**src/rtl/core_pkg.sv**
```systemverilog
// Shared types and defaults for the instruction-memory arbiter.
package core_pkg;

    localparam int XLEN         = 32;
    localparam int FQ_DEPTH_DEF = 2;

    typedef enum logic [1:0] {
        IDLE,
        F_WAIT,
        D_WAIT
    } arb_state_t;

    typedef enum logic {
        GNT_FETCH,
        GNT_DBG
    } grant_t;

    typedef struct packed {
        logic [XLEN-1:0] addr0;
        logic [XLEN-1:0] addr1;
    } fetch_req_t;

endpackage

```
**src/rtl/imem_req_fifo.sv**
```systemverilog
// Small synchronous FIFO for pending fetch requests; flush beats push.
module imem_req_fifo #(
    parameter int  DEPTH = 2,
    parameter type T     = logic,
    localparam int AW    = (DEPTH > 1) ? $clog2(DEPTH) : 1,
    localparam int CW    = $clog2(DEPTH + 1)
) (
    input  logic          clk,
    input  logic          reset,
    input  logic          push,
    input  logic          pop,
    input  logic          flush,
    input  T              din,
    output T              dout,
    output logic [CW-1:0] count,
    output logic          empty,
    output logic          full
);

    logic [AW-1:0] wr_ptr_q, wr_ptr_d;
    logic [AW-1:0] rd_ptr_q, rd_ptr_d;
    logic [CW-1:0] count_q, count_d;
    T              mem_q [DEPTH];
    logic          do_push;
    logic          do_pop;

    function automatic logic [AW-1:0] ptr_next(input logic [AW-1:0] p);
        return (p == AW'(DEPTH - 1)) ? '0 : p + AW'(1);
    endfunction

    assign empty   = (count_q == '0);
    assign full    = (count_q == CW'(DEPTH));
    assign count   = count_q;
    assign dout    = mem_q[rd_ptr_q];
    assign do_push = push && !full && !flush;
    assign do_pop  = pop && !empty && !flush;

    always_comb begin
        wr_ptr_d = wr_ptr_q;
        rd_ptr_d = rd_ptr_q;
        count_d  = count_q;
        if (flush) begin
            wr_ptr_d = '0;
            rd_ptr_d = '0;
            count_d  = '0;
        end else begin
            if (do_push) wr_ptr_d = ptr_next(wr_ptr_q);
            if (do_pop)  rd_ptr_d = ptr_next(rd_ptr_q);
            count_d = count_q + CW'(do_push) - CW'(do_pop);
        end
    end

    always_ff @(posedge clk or posedge reset) begin
        if (reset) begin
            wr_ptr_q <= '0;
            rd_ptr_q <= '0;
            count_q  <= '0;
        end else begin
            wr_ptr_q <= wr_ptr_d;
            rd_ptr_q <= rd_ptr_d;
            count_q  <= count_d;
        end
    end

    // Storage needs no reset; count gates every read of it.
    always_ff @(posedge clk) begin
        if (do_push) mem_q[wr_ptr_q] <= din;
    end

endmodule

```
**src/rtl/imem_arbiter.sv**
```systemverilog
// Shares the single imem port between queued fetch pairs and a loader/debug
// port, one transaction in flight, with redirect squash and a watchdog.
module imem_arbiter
    import core_pkg::*;
#(
    parameter int FQ_DEPTH = FQ_DEPTH_DEF,
    parameter int TIMEOUT  = 64,
    parameter int TO_W     = $clog2(TIMEOUT + 1)
) (
    input  logic              clk,
    input  logic              reset,
    input  logic              redirect_en,
    input  logic              f_ren,
    input  logic [XLEN-1:0]   f_addr0,
    input  logic [XLEN-1:0]   f_addr1,
    output logic              fetch_stall,
    output logic              imem_valid,
    output logic [2*XLEN-1:0] imem_pc,
    output logic [XLEN-1:0]   imem_rdata0,
    output logic [XLEN-1:0]   imem_rdata1,
    input  logic              dbg_req,
    input  logic              dbg_we,
    input  logic [XLEN-1:0]   dbg_addr,
    input  logic [XLEN-1:0]   dbg_wdata,
    output logic              dbg_gnt,
    output logic              dbg_rvalid,
    output logic [XLEN-1:0]   dbg_rdata,
    output logic              mem_req,
    output logic              mem_we,
    output logic [XLEN-1:0]   mem_addr0,
    output logic [XLEN-1:0]   mem_addr1,
    output logic [XLEN-1:0]   mem_wdata,
    input  logic              mem_rvalid,
    input  logic [XLEN-1:0]   mem_rdata0,
    input  logic [XLEN-1:0]   mem_rdata1,
    output logic              err_timeout
);

    localparam int CW = $clog2(FQ_DEPTH + 1);

    fetch_req_t    push_req, head_req;
    logic [CW-1:0] fq_count;
    logic          fq_empty, fq_full, fq_pop;

    arb_state_t        state_q, state_d;
    grant_t            last_grant_q, last_grant_d;
    logic              squash_q, squash_d;
    logic [TO_W-1:0]   wd_q, wd_d;
    logic              err_q, err_d;
    logic              dbg_wr_q, dbg_wr_d;
    logic              mem_req_q, mem_req_d;
    logic              mem_we_q, mem_we_d;
    logic [XLEN-1:0]   mem_addr0_q, mem_addr0_d;
    logic [XLEN-1:0]   mem_addr1_q, mem_addr1_d;
    logic [XLEN-1:0]   mem_wdata_q, mem_wdata_d;
    logic              dbg_gnt_q, dbg_gnt_d;
    logic              dbg_rvalid_q, dbg_rvalid_d;
    logic [XLEN-1:0]   dbg_rdata_q, dbg_rdata_d;
    logic              imem_valid_q, imem_valid_d;
    logic [2*XLEN-1:0] imem_pc_q, imem_pc_d;
    logic [XLEN-1:0]   imem_rdata0_q, imem_rdata0_d;
    logic [XLEN-1:0]   imem_rdata1_q, imem_rdata1_d;

    assign push_req = '{addr0: f_addr0, addr1: f_addr1};

    imem_req_fifo #(
        .DEPTH (FQ_DEPTH),
        .T     (fetch_req_t)
    ) u_fq (
        .clk   (clk),
        .reset (reset),
        .push  (f_ren),
        .pop   (fq_pop),
        .flush (redirect_en),
        .din   (push_req),
        .dout  (head_req),
        .count (fq_count),
        .empty (fq_empty),
        .full  (fq_full)
    );

    // One slot of slack: fetch issues a cycle after it sees the stall.
    assign fetch_stall = (fq_count >= CW'(FQ_DEPTH - 1));

    always_comb begin
        state_d       = state_q;
        last_grant_d  = last_grant_q;
        squash_d      = squash_q;
        wd_d          = wd_q;
        err_d         = err_q;
        dbg_wr_d      = dbg_wr_q;
        mem_req_d     = 1'b0;
        mem_we_d      = 1'b0;
        mem_addr0_d   = mem_addr0_q;
        mem_addr1_d   = mem_addr1_q;
        mem_wdata_d   = mem_wdata_q;
        dbg_gnt_d     = 1'b0;
        dbg_rvalid_d  = 1'b0;
        dbg_rdata_d   = dbg_rdata_q;
        imem_valid_d  = 1'b0;
        imem_pc_d     = imem_pc_q;
        imem_rdata0_d = imem_rdata0_q;
        imem_rdata1_d = imem_rdata1_q;
        fq_pop        = 1'b0;

        if (redirect_en && state_q == F_WAIT) squash_d = 1'b1;

        unique case (state_q)
            IDLE: begin
                wd_d = '0;
                if (!fq_empty && !redirect_en && (!dbg_req || last_grant_q == GNT_DBG)) begin
                    fq_pop       = 1'b1;
                    state_d      = F_WAIT;
                    mem_req_d    = 1'b1;
                    mem_addr0_d  = head_req.addr0;
                    mem_addr1_d  = head_req.addr1;
                    last_grant_d = GNT_FETCH;
                end else if (dbg_req && (fq_empty || last_grant_q == GNT_FETCH)) begin
                    state_d      = D_WAIT;
                    mem_req_d    = 1'b1;
                    mem_we_d     = dbg_we;
                    mem_addr0_d  = dbg_addr;
                    mem_addr1_d  = dbg_addr + XLEN'(4);
                    mem_wdata_d  = dbg_wdata;
                    dbg_wr_d     = dbg_we;
                    dbg_gnt_d    = 1'b1;
                    last_grant_d = GNT_DBG;
                end
            end
            F_WAIT, D_WAIT: begin
                if (mem_rvalid) begin
                    state_d = IDLE;
                    wd_d    = '0;
                    if (state_q == F_WAIT) begin
                        squash_d = 1'b0;
                        if (!squash_q && !redirect_en) begin
                            imem_valid_d  = 1'b1;
                            imem_pc_d     = {mem_addr0_q, mem_addr1_q};
                            imem_rdata0_d = mem_rdata0;
                            imem_rdata1_d = mem_rdata1;
                        end
                    end else begin
                        dbg_rvalid_d = 1'b1;
                        dbg_rdata_d  = dbg_wr_q ? '0 : mem_rdata0;
                    end
                end else if (wd_q == TO_W'(TIMEOUT - 1)) begin
                    state_d  = IDLE;
                    wd_d     = '0;
                    err_d    = 1'b1;
                    squash_d = 1'b0;
                end else begin
                    wd_d = wd_q + TO_W'(1);
                end
            end
            default: state_d = IDLE;
        endcase
    end

    always_ff @(posedge clk or posedge reset) begin
        if (reset) begin
            state_q       <= IDLE;
            last_grant_q  <= GNT_DBG;
            squash_q      <= 1'b0;
            wd_q          <= '0;
            err_q         <= 1'b0;
            dbg_wr_q      <= 1'b0;
            mem_req_q     <= 1'b0;
            mem_we_q      <= 1'b0;
            mem_addr0_q   <= '0;
            mem_addr1_q   <= '0;
            mem_wdata_q   <= '0;
            dbg_gnt_q     <= 1'b0;
            dbg_rvalid_q  <= 1'b0;
            dbg_rdata_q   <= '0;
            imem_valid_q  <= 1'b0;
            imem_pc_q     <= '0;
            imem_rdata0_q <= '0;
            imem_rdata1_q <= '0;
        end else begin
            state_q       <= state_d;
            last_grant_q  <= last_grant_d;
            squash_q      <= squash_d;
            wd_q          <= wd_d;
            err_q         <= err_d;
            dbg_wr_q      <= dbg_wr_d;
            mem_req_q     <= mem_req_d;
            mem_we_q      <= mem_we_d;
            mem_addr0_q   <= mem_addr0_d;
            mem_addr1_q   <= mem_addr1_d;
            mem_wdata_q   <= mem_wdata_d;
            dbg_gnt_q     <= dbg_gnt_d;
            dbg_rvalid_q  <= dbg_rvalid_d;
            dbg_rdata_q   <= dbg_rdata_d;
            imem_valid_q  <= imem_valid_d;
            imem_pc_q     <= imem_pc_d;
            imem_rdata0_q <= imem_rdata0_d;
            imem_rdata1_q <= imem_rdata1_d;
        end
    end

    assign imem_valid  = imem_valid_q;
    assign imem_pc     = imem_pc_q;
    assign imem_rdata0 = imem_rdata0_q;
    assign imem_rdata1 = imem_rdata1_q;
    assign dbg_gnt     = dbg_gnt_q;
    assign dbg_rvalid  = dbg_rvalid_q;
    assign dbg_rdata   = dbg_rdata_q;
    assign mem_req     = mem_req_q;
    assign mem_we      = mem_we_q;
    assign mem_addr0   = mem_addr0_q;
    assign mem_addr1   = mem_addr1_q;
    assign mem_wdata   = mem_wdata_q;
    assign err_timeout = err_q;

    a_push_full: assert property (@(posedge clk) disable iff (reset)
        !(f_ren && !redirect_en && fq_full));

    a_rvalid_idle: assert property (@(posedge clk) disable iff (reset)
        !(mem_rvalid && state_q == IDLE));

endmodule

```
**config.mk**
```make
export PLATFORM = sky130hd
export DESIGN_NAME = imem_arbiter
export DESIGN_NICKNAME = d
export VERILOG_FILES = /design/src/rtl/core_pkg.sv /design/src/rtl/imem_req_fifo.sv /design/src/rtl/imem_arbiter.sv
export SDC_FILE = /design/constraint.sdc
export NUM_CORES = 1
export LEC_CHECK = 0
export ABC_AREA = 1
export CORE_UTILIZATION = 52
export DETAILED_ROUTE_END_ITERATION = 6
export PLACE_DENSITY = 0.92
export SLEW_MARGIN = 20
export SYNTH_ARGS = -nofsm -noshare
export SYNTH_HDL_FRONTEND = slang
export SYNTH_SLANG_ARGS = --single-unit
```
**constraint.sdc**
```tcl
create_clock -name clk -period 25.9 [get_ports clk]
set_clock_uncertainty 0.2 [all_clocks]
set_input_delay 5.18 -clock clk [delete_from_list [all_inputs] [get_ports clk]]
set_output_delay 5.18 -clock clk [all_outputs]
set_load 0.02 [all_outputs]
```
## Word level (Yosys, flattened, before mapping)

Memory sizes are Yosys's and may differ from the RTL's.
Index checks and enable logic that the tools add are counted.

| storage, ports and cells | value |
|---|---|
| register bits | 278 |
| bits in latches | 0 |
| RAM bits | 128 |
| ROM bits | 0 |
| input bits | 199 |
| output and inout bits | 263 |
| logic and storage cells | 114 |
| memories | 1 |

Memory list:

| memory | depth | bits a word | rd ports | clocked after Yosys merged registers in | write ports | RTL line | RTL |
|---|---|---|---|---|---|---|---|
| u_fq.mem_q | 2 | 64 | 1 | 0 | 1 | imem_req_fifo.sv:23 | `T mem_q [DEPTH];` |

| operators by class | value |
|---|---|
| add/subtract/negate cells | 6 |
| multiply operators | 0 |
| div/mod/pow operators | 0 |
| $lt $le $gt $ge | 1 |
| eq/ne operators | 6 |
| shift operators | 0 |
| muxes and demuxes | 46 |
| bitwise gates (word level) | 4 |
| reduce and logical (&&, ||, !) cells | 29 |

Operators by type and width:

| cell | count |
|---|---|
| two-way mux 32 bit | 5 |
| adder 32 x 3 -> 32 bit, second input constant | 1 |
| two-way mux 1 bit | 32 |
| two-way mux 7 bit | 2 |
| case mux 7 bit (2 select lines) | 1 |
| two-way mux 2 bit | 5 |
| logical AND 1 bit | 9 |
| AND reduction 3 bit | 3 |
| nonzero test 2 bit | 4 |
| adder 7 x 1 -> 7 bit, second input constant | 1 |
| equality test 7 x 6 -> 1 bit, second input constant | 1 |
| != test 3 bit, second input constant | 2 |
| zero test 1 bit | 5 |
| equality test 2 bit, second input constant | 2 |
| zero test 2 bit | 2 |
| NOT 1 bit | 4 |
| case mux 2 bit (2 select lines) | 1 |
| AND reduction 2 bit | 2 |
| AND reduction 4 bit | 1 |
| adder 1 bit, second input constant | 2 |
| adder 2 x 1 -> 2 bit | 1 |
| equality test 2 x 1 -> 1 bit, second input constant | 1 |
| >= comparator 2 x 1 -> 1 bit, second input constant | 1 |
| logical OR 1 bit | 2 |
| 2 further kinds | 2 |

## Longest topological paths before layout

| depth | value |
|---|---|
| depth after elaboration | 10 |
| mapped depth | 11 |
| gate-level depth less buffers | 11 |

## By module

A second synthesis with hierarchy kept.

| unflattened totals | value |
|---|---|
| cells, all modules | 1873 |
| area, all modules | 17010.1 sq um |

Modules (own cells, without submodules):

| module | instances | cells each | area an instance (sq um) |
|---|---|---|---|
| imem_arbiter | 1 | 1501 | 12049.1 |
| imem_req_fifo | 1 | 372 | 4961.0 |

## Worst setup path after synthesis

OpenSTA, ideal clock, no wires.

| path | value |
|---|---|
| path type | input to register |
| from | in f_ren |
| to | mem u_fq.mem_q[0][0] (netlist name), enable pin |
| library setup time | 0.487 ns |
| arrival time | 8.173 ns |
| path slack | 17.040 ns |
| stages | 4 |
| path through | o21ai_0 -> nor2_1 -> inv_1 -> nor2_1 |

| between the ends | value |
|---|---|
| word-level cells in the longest chain between the ends | 4 |

RTL lines:

| what | RTL line | RTL |
|---|---|---|
| from (decl) | imem_arbiter.sv:13 | `input logic f_ren,` |
| logical AND 1 bit (2 in series) | imem_req_fifo.sv:35 | `assign do_push = push && !full && !flush;` |
| two-way mux 1 bit | imem_req_fifo.sv:67 | `if (do_push) mem_q[wr_ptr_q] <= din;` |
| two-way mux 1 bit (implied by the code) | imem_req_fifo.sv:67 |  |
| to (decl) | imem_req_fifo.sv:23 |  |

Every way passes these cells.

## Worst setup path after layout

| path | value |
|---|---|
| from | in redirect_en |
| to | reg mem_wdata_q[22], in the netlist mem_wdata[22] |

| between the ends | value |
|---|---|
| word-level cells in the longest chain between the ends | 5 |

RTL lines:

| what | RTL line | RTL |
|---|---|---|
| from (decl) | imem_arbiter.sv:12 | `input logic redirect_en,` |
| zero test 1 bit | imem_arbiter.sv:111 | `if (!fq_empty && !redirect_en && (!dbg_req \|\| last_grant_q == GNT_DBG)) begin` |
| logical AND 1 bit (2 in series) | imem_arbiter.sv:111 |  |
| NOT 1 bit (no line) | - |  |
| AND reduction 3 bit (no line) | - |  |
| to (signal assigned) | imem_arbiter.sv:190 | `mem_wdata_q <= mem_wdata_d;` |
| to (decl) | imem_arbiter.sv:55 | `logic [XLEN-1:0] mem_wdata_q, mem_wdata_d;` |

Every way passes these cells.
A chain may end at the register's enable or synchronous reset.

==> summary.md <==
| Metric | Value |
|---|---|
| Clock Sink Count | 406 |
| Drt first pass iters | 7 |
| Final hold vios | 0 |
| Final WS setup | between 15 and 20 ns |
| CP arrival | 8.35 ns |
| Worst R2R Setup Slack | 22.56 ns |
| Vias per cell | 5.34 |
| Pre-CTS setup slack | around 17 ns |
| ANT nets after route | 0 |
| Hold endpoint | mem_wdata[11] |
| Final Max Slew Viols | 0 |
| Die area | approximately 34000 um2 |
| Synthesized flop and latch total | 406 |
| Worst Hold Depth | 2 |
| Outcome | complete, but fails checks |
| MaxCap Viol Count | 0 |
| Setup_tns | 0 ns |
| Max frequency | 123 MHz |
| Worst min-delay path category | reg2reg |
| Violated checks | design-rule violations |
| CTS buffer count | 42 |
| Critical Path Source Type | input port |
| Nets | 2433 |
| Detailed Route WL | between 50 and 60 mm |
| Hold Path Origin | mem_wdata[11] |
| Initial Util | 52.7% |
| Core Rows | 66 |
| IO Port Bufs | 461 |
| Avg WL per Cell | 19.5 um |
| Pwr dens | 117 nW/um2 |
| Netlist Area Pre-Place | ~17000 um2 |
| Final setup violation count | 0 |
| Initial antenna violation count | 11 |
| Share of cells above drive strength 1 | 7.12% |
| Worst reg-to-reg path cell count | 9 |
| Worst-path clk slew | 0.06 ns |
| Ys Warns | 0 |
| Worst-margin pin slew | 0.999 ns |
| Ports | 462 |
| Syn nets | 1999 |
| GPL Wtd Cong | 0.905 |
| CTS tree | built |
| Post-synthesis average cell area | 9.53 um2 |
| Peak VDD IR | 0.0726 mV |
| Seq/Total Area, Yosys | between 60 and 70% |
| P&R area growth vs syn | 37.0% |
| Resized cells post-CTS | 0 |
| WS Path Type | in2reg |
| Largest net degree at the start of global routing | 138 |
| Clock Path Buffers | 3 |
| GR Util All Layers | 31.2% |
| Synth Instances | 1793 |
| DR vias | 14490 |
| CP Data Required Time | 26.12 ns |
| R2r endpoint | imem_pc[43] |
| Global-route wire length before repair | 80.0 mm |
| DRC viols | 1 |
| Top cell type's share of synthesized area | between 40% and 50% |
| RSZ-0062 raised after global routing | no |
| Worst slew margin | about a third |
| Layout Cell Area excl Fill | 23400 um2 |
| Layout Utilization | 72.1% |
| # hold bufs at CTS | 0 |
| Min cycle time layout | 8.13 ns |
| Clock latency on the worst-skew pair | 0.54 ns |
| Critical path peak fanout | 88 |
| Root Buffer | clkbuf_16 |
| Setup Buffers After CTS | 0 |
| Unique masters post-synth | 46 |
| Die X | 183 um |
| Area post-placement | between 20000 and 25000 um2 |
| Fin crit share | 31.4% |
| Crit end category | register |
| HPWL Detailed | approximately 37 mm |
| Core Region | roughly 32000 um2 |
| Start of the worst register-to-register path | state_q[0] |
| Total grt overflow | 0 |
| Top area cells in the synthesized netlist | dfrtp_1, edfxtp_1, nand2_1 |
| Drt first-iter violations | between 1000 and 1500 |
| Vias in the first global route | 14224 |
| Largest area contributor in the netlist | dfrtp_1 |
| Chip Height | 183 um |
| H-tree depth | 2 |
| Leakage | 10.5 nW |
-- cells in the final DEF, fill, tap and decap left out, types with 29 or more instances in the layout --
master           instances
clkdlybuf4s50_1        461
clkbuf_16               45
edfxtp_1               128
o21ai_1                 29
inv_1                  165
o21ai_0                130
nor2_1                 135
dfrtp_1                276
nand3_1                 69
nand2_1                623
a21oi_1                 30
-- synthesized netlist by cell type, drive strengths merged --
library cell and count:
o22ai 1, ha 7, a22oi 2, nand3b 7
o31ai 1, a21boi 2, nor3 2, edfxtp 128
and2 3, buf 62, xnor2 2, inv 173
nand2 627, dfrtp 277, clkbuf 21, xor2 7
nor2 144, o211ai 14, o21ai 178, dfstp 1
a31oi 3, mux2i 6, or2 14, o21bai 5
nand3 72, clkinv 1, nand4 2, a21oi 31
-- area by class of cell --
cell class                      count  area [um2]
Tap cell                          442         553
Fill cell                        2209        9040
Multi-Input combinational cell   1130        5170
Timing Repair Buffer              473        4710
Inverter                          174         664
Sequential cell                   406       10800
Antenna cell                        8        20.0
Clock buffer                       59        1300
Clock inverter                     19         193
-- where the power goes --
| part | internal [mW] | switching (mW) | leakage, nW | total (mW) |
|---|---|---|---|---|
| Combinational | 0.443 | 0.700 | 5.02 | 1.14 |
| Clock | 0.382 | 0.253 | 0.745 | 0.635 |
| Sequential | 0.851 | 0.110 | 4.77 | 0.960 |
| Total | 1.68 | 1.06 | 10.5 | 2.74 |
-- sequential cells by signal (all words and copies together) (netlist names), 2 cells and up --
| register | cells |
|---|---|
| mem_wdata | 32 |
| u_fq.count | 2 |
| imem_pc | 64 |
| dbg_rdata | 32 |
| imem_rdata1 | 32 |
| state_q | 2 |
| mem_addr1 | 32 |
| wd_q | 7 |
| u_fq.mem_q | 128 |
| mem_addr0 | 32 |
| imem_rdata0 | 32 |
-- cells by family (layout without fill, tap and decap cells) --
kind of cell / count (synthesis) / count (layout) / share of synthesized area (%)
other cells: 0 / 8 / 0
fa+ha+maj: 7 / 7 / 0.512
buf+inv: 257 / 725 / 6.74
mux: 6 / 6 / 0.351
compound gates: 237 / 237 / 8.16
simple gates: 871 / 871 / 20.6
xor+xnor: 9 / 9 / 0.461
flops: 406 / 406 / 63.2
-- how the worst max path moves through the flow --
| stage | end | start | slack (ns) |
|---|---|---|---|
| after CTS | mem_wdata[22] | redirect_en | 17.81 |
| after floorplan | dbg_gnt | reset | 12.86 |
| after detailed placement | mem_wdata[22] | redirect_en | 17.25 |
| final | mem_wdata[22] | redirect_en | 17.77 |
| after global routing | mem_wdata[22] | redirect_en | 17.58 |
| after global placement | u_fq.rd_ptr_q | reset | 17.41 |
-- critical path: stages --
cell	delay (ns)
clkdlybuf4s50_1	0.57
inv_2	0.12
nand3_4	0.09
buf_4	0.69
inv_4	0.42
nor2_8	0.55
inv_2	0.38
nand2_1	0.18
nand2_1	0.08
-- metrics by stage --
step                      std cells  hold slack (ns)  total power [mW]
final                          2711            0.278              2.74
after global routing           2711            0.296              2.88
after CTS                      2703            0.278              2.74
after detailed placement       2625            0.263              2.10
after global placement         2625            0.261              2.06
after floorplan                1793            0.267              1.60
-- metal layers --
layer	vias to the layer above	routed length [um]	part of all wire, %	GRT usage, %
li1	6572	-	-	-
met1	6958	19700	37	38.6
met2	785	25700	49	51.2
met3	171	4630	8.8	6.63
met4	4	2920	5.5	17.2
met5	-	25	0.047	0
No activity file was read; power rests on OpenSTA's default activity.
